### src/rtl/engine_state_ctrl.sv
// Global power/mode controller: powers up on a held-button edge, latches a settled
// mode-switch code into a driving mode, and shuts down on the power-off button or on idle timeout.
module engine_state_ctrl #(
    parameter int MODE_SETTLE_CYC  = 2_000_000,
    parameter int IDLE_TIMEOUT_CYC = 1_000_000_000,
    parameter int SYNC_STAGES      = 2
) (
    input  logic       sys_clk,
    input  logic       rst_n,
    input  logic       power_on_held,
    input  logic       power_off,
    input  logic       mode_signal1,
    input  logic       mode_signal2,
    input  logic       activity,
    output logic       engine_on,
    output logic [1:0] mode_out,
    output logic       mode_change,
    output logic [2:0] state_code,
    output logic [1:0] shutdown_cause
);
    localparam int SETTLE_W = (MODE_SETTLE_CYC > 1) ? $clog2(MODE_SETTLE_CYC) : 1;
    localparam int IDLE_W   = (IDLE_TIMEOUT_CYC > 1) ? $clog2(IDLE_TIMEOUT_CYC) : 1;
    localparam logic [SETTLE_W-1:0] SETTLE_LAST = SETTLE_W'(MODE_SETTLE_CYC - 1);
    localparam logic [IDLE_W-1:0]   IDLE_LAST   = IDLE_W'(IDLE_TIMEOUT_CYC - 1);

    typedef enum logic [2:0] {
        ST_OFF    = 3'd0,
        ST_SELECT = 3'd1,
        ST_MANUAL = 3'd2,
        ST_SEMI   = 3'd3,
        ST_AUTO   = 3'd4
    } state_t;

    state_t                   state_reg, state_next;
    logic [1:0]               code_prev_reg;
    logic [SETTLE_W-1:0]      settle_cnt_reg, settle_cnt_next;
    logic [IDLE_W-1:0]        idle_cnt_reg, idle_cnt_next;
    logic                     poh_prev_reg;
    logic                     engine_on_reg;
    logic [1:0]               mode_out_reg, mode_next;
    logic                     mode_change_reg;
    logic [1:0]               shutdown_cause_reg, cause_next;

    // Bit 2 carries power_off, bits 1:0 the mode switch code {s1, s2}.
    logic [SYNC_STAGES-1:0][2:0] sync_reg;
    logic                        poff_sync;
    logic [1:0]                  code_sync;

    genvar gi;
    generate
        for (gi = 0; gi < SYNC_STAGES; gi++) begin : g_sync
            if (gi == 0) begin : g_head
                always_ff @(posedge sys_clk) begin
                    if (!rst_n) sync_reg[0] <= '0;
                    else        sync_reg[0] <= {power_off, mode_signal1, mode_signal2};
                end
            end else begin : g_tail
                always_ff @(posedge sys_clk) begin
                    if (!rst_n) sync_reg[gi] <= '0;
                    else        sync_reg[gi] <= sync_reg[gi-1];
                end
            end
        end
    endgenerate

    assign poff_sync = sync_reg[SYNC_STAGES-1][2];
    assign code_sync = sync_reg[SYNC_STAGES-1][1:0];

    logic   code_stable;
    logic   settled;
    logic   idle_expired;
    state_t mode_target;

    always_comb begin
        state_next      = state_reg;
        cause_next      = shutdown_cause_reg;
        code_stable     = (code_sync == code_prev_reg);
        settled         = code_stable && (settle_cnt_reg == SETTLE_LAST);
        idle_expired    = !activity && (idle_cnt_reg == IDLE_LAST);
        mode_target     = code_sync[1] ? ST_AUTO : (code_sync[0] ? ST_SEMI : ST_MANUAL);
        settle_cnt_next = settle_cnt_reg;
        idle_cnt_next   = idle_cnt_reg;
        mode_next       = 2'b00;

        // Priority in powered states: button, then idle timeout, then mode change.
        case (state_reg)
            ST_OFF: begin
                if (power_on_held && !poh_prev_reg && !poff_sync) begin
                    state_next = ST_SELECT;
                    cause_next = 2'b00;
                end
            end
            default: begin
                if (poff_sync) begin
                    state_next = ST_OFF;
                    cause_next = 2'b01;
                end else if (state_reg == ST_MANUAL && idle_expired) begin
                    state_next = ST_OFF;
                    cause_next = 2'b10;
                end else if (settled && (state_reg == ST_SELECT || mode_target != state_reg)) begin
                    state_next = mode_target;
                end
            end
        endcase

        if (state_reg == ST_OFF || !code_stable)
            settle_cnt_next = '0;
        else if (settle_cnt_reg != SETTLE_LAST)
            settle_cnt_next = settle_cnt_reg + SETTLE_W'(1);

        if (state_reg != ST_MANUAL || state_next != ST_MANUAL || activity)
            idle_cnt_next = '0;
        else if (idle_cnt_reg != IDLE_LAST)
            idle_cnt_next = idle_cnt_reg + IDLE_W'(1);

        case (state_next)
            ST_MANUAL: mode_next = 2'b01;
            ST_SEMI:   mode_next = 2'b10;
            ST_AUTO:   mode_next = 2'b11;
            default:   mode_next = 2'b00;
        endcase
    end

    // poh_prev_reg resets high so a button held through reset is not seen as an edge.
    always_ff @(posedge sys_clk) begin
        if (!rst_n) begin
            state_reg          <= ST_OFF;
            code_prev_reg      <= '0;
            settle_cnt_reg     <= '0;
            idle_cnt_reg       <= '0;
            poh_prev_reg       <= 1'b1;
            engine_on_reg      <= 1'b0;
            mode_out_reg       <= 2'b00;
            mode_change_reg    <= 1'b0;
            shutdown_cause_reg <= 2'b00;
        end else begin
            state_reg          <= state_next;
            code_prev_reg      <= code_sync;
            settle_cnt_reg     <= settle_cnt_next;
            idle_cnt_reg       <= idle_cnt_next;
            poh_prev_reg       <= power_on_held;
            engine_on_reg      <= (state_next != ST_OFF);
            mode_out_reg       <= mode_next;
            mode_change_reg    <= (mode_next != 2'b00) && (mode_next != mode_out_reg);
            shutdown_cause_reg <= cause_next;
        end
    end

    assign engine_on      = engine_on_reg;
    assign mode_out       = mode_out_reg;
    assign mode_change    = mode_change_reg;
    assign state_code     = state_reg;
    assign shutdown_cause = shutdown_cause_reg;

endmodule

### config.mk
export PLATFORM = sky130hd
export DESIGN_NAME = engine_state_ctrl
export DESIGN_NICKNAME = d
export VERILOG_FILES = /design/src/rtl/engine_state_ctrl.sv
export SDC_FILE = /design/constraint.sdc
export NUM_CORES = 1
export LEC_CHECK = 0
export CAP_MARGIN = 20
export CELL_PAD_IN_SITES_DETAIL_PLACEMENT = 0
export CELL_PAD_IN_SITES_GLOBAL_PLACEMENT = 1
export CORE_MARGIN = 10
export CORE_UTILIZATION = 46
export CTS_CLUSTER_DIAMETER = 80
export DETAILED_ROUTE_END_ITERATION = 8
export PLACE_DENSITY = 0.76
export SETUP_SLACK_MARGIN = 0.05
export SLEW_MARGIN = 20
export SYNTH_ARGS = -nofsm -noshare
export SYNTH_HDL_FRONTEND = slang
export SYNTH_SLANG_ARGS = --single-unit
export TNS_END_PERCENT = 5
### constraint.sdc
create_clock -name sys_clk -period 2.95 [get_ports sys_clk]
set_input_delay 0.59 -clock sys_clk [delete_from_list [all_inputs] [get_ports sys_clk]]
set_output_delay 0.59 -clock sys_clk [all_outputs]
set_load 0.01 [all_outputs]
# --- After elaboration in Yosys (flattened, before gate mapping) ---
# Index checks and enable logic that the tools add are counted.
# W data, S select, Z words.
classes:
  addsub: 2
  n_eq_ne: 15
  mux: 12
  bitwise: 1
  n_reduce_logical: 22
op_table:
  columns: ["cell", "n"]
  rows:
  - ["$add A30 B1 Y30 const B", 1]
  - ["$eq A30 B30 Y1 const B", 1]
  - ["$ne A30 B30 Y1 const B", 1]
  - ["$add A21 B1 Y21 const B", 1]
  - ["$eq A21 B21 Y1 const B", 1]
  - ["$ne A21 B21 Y1 const B", 1]
  - ["$mux W3", 6]
  - ["$eq A3 B2 Y1 const B", 3]
  - ["$mux W2", 4]
  - ["$logic_and A1 B1 Y1", 7]
  - ["$ne A3 B2 Y1 const B", 2]
  - ["$pmux W2 S3", 1]
  - ["$reduce_bool A3 Y1", 2]
  - ["$logic_not A1 Y1", 4]
  - ["$logic_or A1 B1 Y1", 4]
  - ["$reduce_or A2 Y1", 2]
  - ["$eq A3 B1 Y1 const B", 1]
  - ["$eq A3 B3 Y1 const B", 1]
  - ["$logic_not A3 Y1", 1]
  - ["$ne A3 B3 Y1", 1]
  - ["$eq A2 B2 Y1", 1]
  - ["$ne A2 B2 Y1", 1]
  - ["$ne A2 B2 Y1 const B", 1]
  - ["$reduce_and A2 Y1", 1]
  - ["3 further kinds", 3]
totals:
  regBits: 69
  input_bits: 7
  output_inout_bits: 9
  wordCells: 63

# --- Depth between registers and ports, before layout ---
logic_depth:
  word_depth: 13
  depth_mapped: 9
  mapped_depth_nobuf: 7

# --- Least setup slack after synthesis ---
# OpenSTA, ideal clock, no wires.
synth_path:
  path_kind: "flip-flop to flip-flop"
  startpoint: "register settle_cnt_reg[8]"
  endpoint: "register idle_cnt_reg[26]"
  setup_time_ns: 0.115
  t_arrival_ns: 2.586
  required_ns: 2.835
  slack_ns: 0.249
  stages_incl_launch_ff: 9
  path_buffers: 2
  period_less_slack_ns: 2.701
  cell_sequence: "dfxtp_1 > or4b_1 > or4_1 > buf_2 > or4_4 > o311a_4 > nand4_4 > buf_6 > nor2_2"
synth_via:
  elab_chain_len: 11
synth_lines:
  columns: ["item", "line", "text"]
  rows:
  - ["start, declared", "36", "logic [SETTLE_W-1:0] settle_cnt_reg, settle_cnt_next;"]
  - ["start signal, assigned", "139", "settle_cnt_reg <= settle_cnt_next;"]
  - ["$eq A21 B21 Y1", "78", "settled = code_stable && (settle_cnt_reg == SETTLE_LAST);"]
  - ["$logic_and A1 B1 Y1", "78", null]
  - ["$logic_and A1 B1 Y1", "100", "end else if (settled && (state_reg == ST_SELECT || mode_target != state_reg)) begin"]
  - ["$mux W3", "100", null]
  - ["$mux W3", "97", "end else if (state_reg == ST_MANUAL && idle_expired) begin"]
  - ["$mux W3", "94", "if (poff_sync) begin"]
  - ["$mux W3", "86", "case (state_reg)"]
  - ["$ne A3 B2 Y1", "111", "if (state_reg != ST_MANUAL || state_next != ST_MANUAL || activity)"]
  - ["$logic_or A1 B1 Y1 (2 in series)", "111", null]
  - ["$reduce_or A2 Y1 (no source line)", null, null]
  - ["end signal, assigned", "140", "idle_cnt_reg <= idle_cnt_next;"]
  - ["end, declared", "37", "logic [IDLE_W-1:0] idle_cnt_reg, idle_cnt_next;"]
# No other way between the ends.
# A chain may end at the register's enable or synchronous reset.

# --- Worst setup path in the final report ---
layout_path:
  startpoint: "register settle_cnt_reg[9]"
  endpoint: "register idle_cnt_reg[15]"
# The elaborated chain is that of the path after synthesis.

==> run summary <==
The flow ran to the end, and the final reports show no timing, DRC or antenna violations. The routed length on met2 came out at 2970 um. The synthesized netlist contains 51 unique library cells. After clock tree synthesis, the flow added hold-fix buffers numbering 0. The sequential-to-total area share from yosys stat is 42.6%. The routed design uses 194 um of met3 wire.

The detailed router finished its first iteration with 43 violations. The post-synthesis cell area was 3240 um^2. The worst pin sits at a relative slew slack of 52.9%.

On the final layout, the worst clock skew is 0.00843 ns. After synthesis, the largest family of logic cells by area is simple AND/OR/NAND/NOR gates. Clock tree synthesis found a total of 69 sinks. For the total number of placement rows, the log shows 30. The tools report the worst supply voltage drop on vdd as 0.000280 V.

For the total power of the final layout, the log shows 0.00182 W. The detailed router placed 2505 vias in this run. In the routed design, unresolved DRC markers number 0.

The xor and xnor area share after synthesis came out at 13.5%. The number of flops mapped to enable cells by yosys was 0; the post-DP HPWL was 4420 um. For this run, the total global-route usage over all layers was measured as 12.2%. The run gives 0 as the total count of max-transition violations in the final report. The type of the worst setup path is flop to flop. CTS built an H-tree with a depth of 3.

After floorplanning, the core was sized to cover 6830 um^2. The congestion estimate from routability-driven global placement came to 0.807. Once detail routing completed, the nets flagged for antenna violations numbered 0.

Of the available clock period, the critical path in the final layout requires 94.6%. The run gives 358 as the synthesized instance count. The final standard cell count with taps included and fillers excluded is 485, and the shortest clock period the worst path allows after layout is 2.79 ns. The top metal layer carrying routed signals is met4. Across the run, the number of max-cap violations was 0.

Summing the areas of all and, or, nand and nor instances in the mapped netlist gives 33.0% of the synthesized area. The area of the die came out at 10800 um^2. The number of nets handed over by synthesis was 367. Clock buffer count from CTS: 9.

After detailed routing, the number of vias per cell comes to 5.16. The largest fanout on the critical path was 30. The logs give 2465 for the via count of the first global-routing pass and 0.16 ns for the reg2reg setup slack.

The count of final setup violators is 0. After the last flow step, the layout net total stands at 393. Entering global routing, the biggest net connects 31 pins. Summing the areas of all fa, ha and maj instances in the mapped netlist gives 0.772% of the synthesized area.

The tools report the routed length on met1 as 3080 um. The run gives 0.35 ns as the clock insertion delay at the later pin of the skew report. For the final routed database, the setup TNS stands at 0 ns. For the global-route wire length before repair, the log shows 11200 um. In the final routed layout, each cell accounts on average for 13.0 um. The longest clock path from root to sink contains 2 buffers. The clock transition at the registers of the reported paths works out to 0.07 ns. From synthesis to final layout, the design area changed by 16.4%. Port buffering added 15 buffers. Number of cell instances on the worst register-to-register path: 7. The share of the synthesized area in compound gates (AO/OA/AOI/OAI) is 6.10%. Summed over all layers, the global routing overflow is 0. The number of warnings issued by yosys came out at 0. The run gives 1.14 nW as the leakage power of the design. The number of cells traversed by the worst hold path came out at 1. TritonCTS built the clock tree.

Number of synthesized register bits: 69. Measured along the x axis, the die boundary spans 104 um. Number of antenna diodes: 0. The final-report hold violation count came out at 0.

The worst hold path belongs to the class flop to flop. Data arrives at the worst endpoint at 3.02 ns. The required arrival time at the worst endpoint was 3.18 ns. The initial core utilization is 47.5%, and the achievable frequency is 0.358 GHz. Of all flip-flops after synthesis, the portion carrying an async set or reset was 0%. The run gives 4 as the number of detailed-route iterations in the first pass. Initial antenna violation count: 0. Setup repair after global routing left no endpoint under its margin. The tightest hold path in the finished design has a slack of 0.436 ns.

The utilization of the core after routing came out at 55.3%. For the pin with the worst max-slew slack, the measured transition is 0.700 ns. The total detailed-routing wirelength is 6330 um. In the synthesized netlist, mux cells make up 1.31% of the area.

In this run the mean area of a mapped cell was 9.06 um^2. The die is 104 um tall. During I/O placement, the number of pins put on the boundary was 16.

The worst setup path is launched from a flop. STA classifies the critical path endpoint as a flop. Among all flip-flop cells after synthesis, the most frequent one is sky130_fd_sc_hd__dfxtp_1. The flip-flop count of the largest register, all copies and words added was 30; the cell area power density was 482 nW/um^2. The share of final-layout standard cells stronger than drive strength 1 came out at 15.4%. The cell at the root of the clock tree was sky130_fd_sc_hd__clkbuf_8. The number of placed instances, taps included, is 469.
-- per-layer routing --
metal  GRT usage [%]  vias up
met3            4.89        9
met2            19.4       24
met4            4.17        0
li1                -     1308
met5               0        -
met1            14.6     1164
-- cell families (layout without fill, tap and decap cells) --
kind of cell | count (synthesis) | count (layout)
simple gates | 193 | 193
buf+inv | 17 | 48
xor+xnor | 50 | 50
fa+ha+maj | 2 | 2
mux | 3 | 3
flops | 69 | 69
compound gates | 24 | 24
-- repair_timing --
action	in CTS	in global routing
endpoints found under the setup margin	0	5
resized for setup	0	1
setup buffers	0	0
-- where the power goes --
| group | internal, W | total (W) | switching [W] |
|---|---|---|---|
| sequential | 0.000936 | 0.000941 | 0.00000423 |
| combinational | 0.0000146 | 0.0000286 | 0.0000140 |
| clock | 0.000478 | 0.000850 | 0.000372 |
-- Yosys cell counts, types with 2 or more instances --
cell                        count  share of area [%]
sky130_fd_sc_hd__a21oi_1        6               0.93
sky130_fd_sc_hd__a31oi_1        2               0.39
sky130_fd_sc_hd__and2_1        13                2.5
sky130_fd_sc_hd__and3_1         4               0.77
sky130_fd_sc_hd__and4_1         3               0.81
sky130_fd_sc_hd__buf_2          2               0.31
sky130_fd_sc_hd__buf_6          3                1.0
sky130_fd_sc_hd__clkbuf_1       7               0.81
sky130_fd_sc_hd__dfxtp_1       69                 43
sky130_fd_sc_hd__ha_1           2               0.77
sky130_fd_sc_hd__inv_1          5               0.58
sky130_fd_sc_hd__mux2i_1        2               0.62
sky130_fd_sc_hd__nand2_1       28                3.2
sky130_fd_sc_hd__nand2b_1       4               0.77
sky130_fd_sc_hd__nand3_1       18                2.8
sky130_fd_sc_hd__nand3b_1       2               0.46
sky130_fd_sc_hd__nand4_1        9                1.7
sky130_fd_sc_hd__nand4b_1       3               0.81
sky130_fd_sc_hd__nand4bb_1      2               0.69
sky130_fd_sc_hd__nor2_1        42                4.9
sky130_fd_sc_hd__nor2_2        21                4.1
sky130_fd_sc_hd__nor3_1        11                1.7
sky130_fd_sc_hd__nor3b_1        2               0.46
sky130_fd_sc_hd__nor4_1        14                2.7
sky130_fd_sc_hd__nor4b_1        2               0.54
sky130_fd_sc_hd__o21ai_0        2               0.31
sky130_fd_sc_hd__o41ai_1        2               0.54
sky130_fd_sc_hd__or3_1          5               0.96
sky130_fd_sc_hd__or4_1          2               0.46
sky130_fd_sc_hd__or4b_2         2               0.62
sky130_fd_sc_hd__xnor2_1       29                7.8
sky130_fd_sc_hd__xor2_1        21                5.7
-- stage by stage --
step	setup WS, ns	area (um^2)
after floorplan	0.249	3240
after global placement	0.198	3550
after detailed placement	0.156	3550
after CTS	0.138	3770
after global routing	0.0655	3780
final	0.160	3780
-- final timing paths --
kind | start | end
max | settle_cnt_reg[9]$_SDFFE_PP0P_ | idle_cnt_reg[15]$_SDFFE_PP0P_
min | sync_reg[2]$_SDFF_PN0_ | poff_sync$_SDFF_PN0_
max reg2reg | settle_cnt_reg[9]$_SDFFE_PP0P_ | idle_cnt_reg[15]$_SDFFE_PP0P_
min reg2reg | sync_reg[2]$_SDFF_PN0_ | poff_sync$_SDFF_PN0_
-- layout make-up --
cell class	count	area (um^2)
Sequential cell	69	1380
Clock buffer	9	124
Fill cell	649	3060
Inverter	5	18.8
Clock inverter	7	98.8
Tap cell	96	120
Timing Repair Buffer	27	253
Multi-Input combinational cell	272	1780
-- worst max-delay path, cell delays in order (launching register included) --
cell                      delay (ns)
sky130_fd_sc_hd__dfxtp_1        0.35
sky130_fd_sc_hd__or4b_1         0.51
sky130_fd_sc_hd__or4_1          0.52
sky130_fd_sc_hd__or4_4          0.54
sky130_fd_sc_hd__o311a_4        0.36
sky130_fd_sc_hd__nand4_4        0.10
sky130_fd_sc_hd__buf_12         0.22
sky130_fd_sc_hd__nor2_1         0.08
-- cells in the final DEF, fill, tap and decap left out, types with 3 or more instances in the layout --
cell	count
sky130_fd_sc_hd__nor2_2	21
sky130_fd_sc_hd__nor3_1	11
sky130_fd_sc_hd__xnor2_1	29
sky130_fd_sc_hd__inv_1	5
sky130_fd_sc_hd__dfxtp_1	69
sky130_fd_sc_hd__nand4_1	9
sky130_fd_sc_hd__buf_4	11
sky130_fd_sc_hd__nand2_1	28
sky130_fd_sc_hd__clkbuf_8	9
sky130_fd_sc_hd__nand3_1	18
sky130_fd_sc_hd__or3_1	5
sky130_fd_sc_hd__nor2_1	42
sky130_fd_sc_hd__a21oi_1	6
sky130_fd_sc_hd__and2_1	13
sky130_fd_sc_hd__nand2b_1	4
sky130_fd_sc_hd__and4_1	3
sky130_fd_sc_hd__nor4_1	14
sky130_fd_sc_hd__clkinvlp_4	4
sky130_fd_sc_hd__nand4b_1	3
sky130_fd_sc_hd__clkdlybuf4s50_1	15
sky130_fd_sc_hd__and3_1	4
sky130_fd_sc_hd__xor2_1	21
Power figures use the tool's default switching activity.
